**config.mk**
```make
export PLATFORM = sky130hd
export DESIGN_NAME = fetch_sequencer
export DESIGN_NICKNAME = d
export VERILOG_FILES = /design/src/rtl/fetch_sequencer.sv
export SDC_FILE = /design/constraint.sdc
export NUM_CORES = 1
export LEC_CHECK = 0
export BUFFER_PORTS_ARGS = -buffer_cell sky130_fd_sc_hd__buf_2
export CAP_MARGIN = 15
export CORE_ASPECT_RATIO = 0.75
export CORE_MARGIN = 2
export CORE_UTILIZATION = 45
export CTS_CLUSTER_SIZE = 20
export DETAILED_ROUTE_END_ITERATION = 12
export GPL_TIMING_DRIVEN = 0
export PLACE_DENSITY = 0.75
export SYNTH_ARGS = -nofsm -noshare
export SYNTH_HDL_FRONTEND = slang
export SYNTH_SLANG_ARGS = --single-unit
```
**constraint.sdc**
```tcl
create_clock -name clk -period 2 [get_ports clk]
set_input_delay 0.3 -clock clk [delete_from_list [all_inputs] [get_ports clk]]
set_output_delay 0.3 -clock clk [all_outputs]
set_load 0.005 [all_outputs]
```
**src/rtl/fetch_sequencer.sv**
```systemverilog
// Instruction-fetch front end: owns the PC, issues one imem request at a time,
// hands fetched words to decode with valid/stall flow control, and parks on halt.
module fetch_sequencer #(
    parameter logic [31:0] RESET_PC  = 32'h0000_0000,
    parameter logic [31:0] HALT_INST = 32'h0000_000c
) (
    input  logic        clk,
    input  logic        rst_b,
    input  logic        redirect_valid,
    input  logic [31:0] redirect_addr,
    input  logic        stall,
    output logic        imem_req,
    output logic [31:0] imem_addr,
    input  logic        imem_ready,
    input  logic [31:0] imem_data,
    output logic        inst_valid,
    output logic [31:0] inst,
    output logic [31:0] inst_pc,
    output logic [31:0] pc4,
    output logic        halted
);

    localparam int unsigned XLEN = 32;

    typedef enum logic [1:0] {
        S_REQ   = 2'd0,
        S_VALID = 2'd1,
        S_HALT  = 2'd2
    } state_t;

    state_t            r_state;
    state_t            w_next_state;
    logic [XLEN-1:0]   r_pc;
    logic [XLEN-1:0]   r_inst;
    logic [XLEN-1:0]   r_inst_pc;
    logic [XLEN-1:0]   r_pc4;
    logic              r_imem_req;
    logic              r_inst_valid;
    logic              r_halted;

    logic [XLEN-1:0]   w_pc_next;
    logic [XLEN-1:0]   w_inst_next;
    logic [XLEN-1:0]   w_inst_pc_next;
    logic [XLEN-1:0]   w_pc4_next;
    logic [XLEN-1:0]   w_pc_plus4;
    logic [XLEN-1:0]   w_redirect_pc;

    always_ff @(posedge clk or negedge rst_b) begin
        if (!rst_b) begin
            r_state <= S_REQ;
        end else begin
            r_state <= w_next_state;
        end
    end

    // Redirect outranks capture, consume and halt; HALT is sticky until reset.
    always_comb begin
        w_next_state   = r_state;
        w_pc_next      = r_pc;
        w_inst_next    = r_inst;
        w_inst_pc_next = r_inst_pc;
        w_pc4_next     = r_pc4;
        w_pc_plus4     = r_pc + XLEN'(4);
        w_redirect_pc  = redirect_addr & ~XLEN'(3);

        case (r_state)
            S_REQ: begin
                if (redirect_valid) begin
                    w_pc_next = w_redirect_pc;
                end else if (imem_ready) begin
                    w_inst_next    = imem_data;
                    w_inst_pc_next = r_pc;
                    w_pc4_next     = w_pc_plus4;
                    w_pc_next      = w_pc_plus4;
                    w_next_state   = S_VALID;
                end
            end
            S_VALID: begin
                if (redirect_valid) begin
                    w_pc_next    = w_redirect_pc;
                    w_next_state = S_REQ;
                end else if (!stall) begin
                    w_next_state = (r_inst == HALT_INST) ? S_HALT : S_REQ;
                end
            end
            S_HALT: begin
                w_next_state = S_HALT;
            end
            default: begin
                w_next_state = S_REQ;
            end
        endcase
    end

    // Status outputs are registered copies of the next-state decode.
    always_ff @(posedge clk or negedge rst_b) begin
        if (!rst_b) begin
            r_pc         <= RESET_PC;
            r_inst       <= '0;
            r_inst_pc    <= '0;
            r_pc4        <= '0;
            r_imem_req   <= 1'b1;
            r_inst_valid <= 1'b0;
            r_halted     <= 1'b0;
        end else begin
            r_pc         <= w_pc_next;
            r_inst       <= w_inst_next;
            r_inst_pc    <= w_inst_pc_next;
            r_pc4        <= w_pc4_next;
            r_imem_req   <= (w_next_state == S_REQ);
            r_inst_valid <= (w_next_state == S_VALID);
            r_halted     <= (w_next_state == S_HALT);
        end
    end

    assign imem_req   = r_imem_req;
    assign imem_addr  = r_pc;
    assign inst_valid = r_inst_valid;
    assign inst       = r_inst;
    assign inst_pc    = r_inst_pc;
    assign pc4        = r_pc4;
    assign halted     = r_halted;

endmodule

```
==> impl_metrics.tcl <==
set metrics [dict create \
    area_growth_pct 31.14 \
    yosysSeqAreaShare_pct 52.13 \
    arrival_ns 2.24 \
    final_antenna_net_count 0 \
    clock_latency_ns 0.42 \
    synthCells 673 \
    p_int_mw 5.896 \
    critPathCaptureType "flop" \
    worst-setup-path-type "reg -> reg" \
    grt-ovfl-total 0 \
    tritoncts "yes" \
    rows 36 \
    drcViolationCount 0 \
    post-route-util_pct 61.02 \
    final_common_cell "nand2_1" \
    avgSynthCellArea_um2 9.061 \
    synth_edf_count 0 \
    clock_power_share_pct 34.1 \
    drive_above_1_share_pct 33.70 \
    cts_buffer_depth 2 \
    finalMaxSlewViolations 0 \
    synthTopCellsByArea "dfrtp_1 (52%), nand2_1 (14%), o21ai_0 (3.7%)" \
    status "finished clean" \
    final_hold_viol_count 0 \
    synth_top_area_cell "dfrtp_1" \
    ios 200 \
    syn_area_um2 6098 \
    switchingPower_mw 2.766 \
    worst_pin_slew_ns 0.5458 \
    globalplace.congestion 0.8227 \
    grt_pass1_vias 5461 \
    io_buffers 191 \
    dp_hpwl_mm 13.11 \
    start_util_pct 46.53 \
    fin_tns_setup_ns 0 \
    rsz0062_at_grt "no" \
    synth-main-ff-cell "dfrtp_1" \
    peakVddDrop_mv 0.6982 \
    comb_power_share_pct 23.8 \
    async_flop_share_pct 100.0 \
    cts-buffers-inserted 17 \
    fin_crit_ns 1.967 \
    ys_seq_elements 127 \
    filler_cell_count 1207 \
    drv_cap 0 \
    cts.sinks 127 \
    startpoint_type "flop" \
    firstDrtPassIters 5 \
    final_cell_mix "nand2_1 (235), buf_2 (207), dfrtp_1 (122)" \
    hp-class "in -> reg" \
    grt_max_degree 80 \
    ys_types 59 \
    wl_per_cell_um 16.97 \
    switching_share_pct 31.93 \
    die_area_um2 14510 \
    grtUsageTotal_pct 25.84 \
    p_seq_share_pct 42.2 \
    dpl_worst_slack_ns -0.2761 \
    ys_warn_count 0 \
    route.vias.total 5654 \
    critPathRequiredTime_ns 2.27 \
    nets 962 \
    clk_pin_slew_ns 0.06 \
    pwr_density_cell_nw_per_um2 1083 \
    setup_violations 0 \
    critPathMaxFanout 7 \
    dieWidth_um 138.4 \
    worst_clock_skew_ns 0.008453 \
    ctsRootBufferMaster "clkbuf_16" \
    core-area_um2 13110 \
    fin_hold_ws_ns 0.07125 \
    slew_headroom_pct 63.61 \
    antenna_found_initial 1 \
    grt_first_pass_wirelength_mm 29.46 \
    max_freq_mhz 508.3 \
    htreeDepth 4 \
    die_h_um 104.8 \
    placed_area_um2 7321 \
    wl_mm 18.26 \
    synth_top_area_share_pct 51.70 \
    layout_setup_ws_ns 0.03252 \
    p_leak_nw 4.029 \
    stdcell_area_um2 7998 \
    drt_iter0_drc 372 \
    finalCritPeriodShare_pct 98.37 \
    drt-vias-per-instance 5.255 \
    n_antenna_cell 0 \
]
-- timing repair --
item | 4_1_cts | 5_1_grt
setup endpoints to repair | 113 | 95
hold endpoints to repair | 48 | 0
gates resized for setup | 9 | 37
pin swaps | 1 | 2
setup buffers | 1 | 2
hold buffers | 1 | 0
-- path summary, 6_finish.rpt --
| check | start | to | slack (ns) | cells past startpoint |
|---|---|---|---|---|
| hold reg to reg | pc4[31] | pc4[31] | 0.47 | 1 |
| min in group asynchronous | rst_b | inst_pc[7] | 0.39 | 2 |
| max in group asynchronous | rst_b | imem_req | 0.84 | 3 |
| setup reg to reg | imem_addr[3] | pc4[28] | 0.03 | 6 |
| hold / removal | imem_data[0] | inst[0] | 0.07 | 3 |
| setup / recovery | imem_addr[3] | pc4[28] | 0.03 | 6 |
-- critical path, stage by stage, from the launching register on --
cell and delay (ns):
dfrtp_2 0.45, ha_4 0.20, and4_2 0.30, nand3_1 0.16
or3_4 0.45, xnor2_1 0.17, o21ai_0 0.10
-- Yosys cell counts, drive strengths merged (2+ instances only) --
cell and count:
nand2 237, nor4 12, inv 3, nor2 21, a21oi 16, nand3b 5
o32ai 2, a21o 4, a31oi 2, o22ai 5, o211ai 2, and2 3
nor3 9, and3 6, buf 31, mux2i 2, xor2 14, clkbuf 23
nand4 16, dfrtp 126, nor2b 2, o21ai 49, or3 4, a22oi 12
and4 4, nand3 25, a32oi 3, o311ai 5, xnor2 12, a221o 3
-- power by group through the flow --
| stage | combinational (mW) | sequential [mW] | clock, mW |
|---|---|---|---|
| after floorplan | 0.933 | 3.69 | 0 |
| after global placement | 1.98 | 3.67 | 0 |
| after detailed placement | 2.02 | 3.68 | 0 |
| after CTS | 2.06 | 3.64 | 2.99 |
| after global routing | 2.33 | 3.74 | 3.11 |
| final | 2.06 | 3.65 | 2.95 |
-- area by class of cell --
class / count / area [um^2] / share of cell area, %
flip-flops and latches: 127 / 3184 / 39.82
multi-input cells: 492 / 2680 / 33.51
repair buffers: 196 / 1022 / 12.78
clock buffers: 19 / 452.9 / 5.663
plain buffers: 54 / 311.5 / 3.895
well taps: 171 / 214.0 / 2.675
clock inverters: 13 / 116.4 / 1.455
inverters: 4 / 16.27 / 0.2034
-- metal layers --
metal,track usage (%),up-vias,part of all wire (%)
li1,-,2718,-
met1,37.14,2679,46
met2,38.90,239,44
met3,7.470,16,8.7
met4,6.050,2,0.91
met5,0,-,0.071
-- kinds of logic after synthesis --
| group | count (synthesis) | share of synthesized area, % |
|---|---|---|
| AO/OA/AOI/OAI | 109 | 11.24 |
| XOR/XNOR | 26 | 3.734 |
| adder cells (fa/ha/maj) | 1 | 0.2051 |
| buffers and inverters | 59 | 5.026 |
| flip-flops | 127 | 52.13 |
| multiplexers | 2 | 0.3283 |
| other | 1 | 0.06149 |
| AND/OR/NAND/NOR | 348 | 27.27 |
-- through the flow --
step	instances	power, mW
2_1_floorplan	678	4.618
3_3_place_gp	1040	5.654
3_5_place_dp	1041	5.705
4_1_cts	1074	8.694
5_1_grt	1076	9.174
6_report	1076	8.662
-- sequential cells by signal (all words and copies together) (netlist names) --
name and cells:
inst 32, imem_addr 30, inst_pc 30, pc4 30, r_state 2, halted 1, imem_req 1, inst_valid 1
No activity file was read; power rests on OpenSTA's default activity.
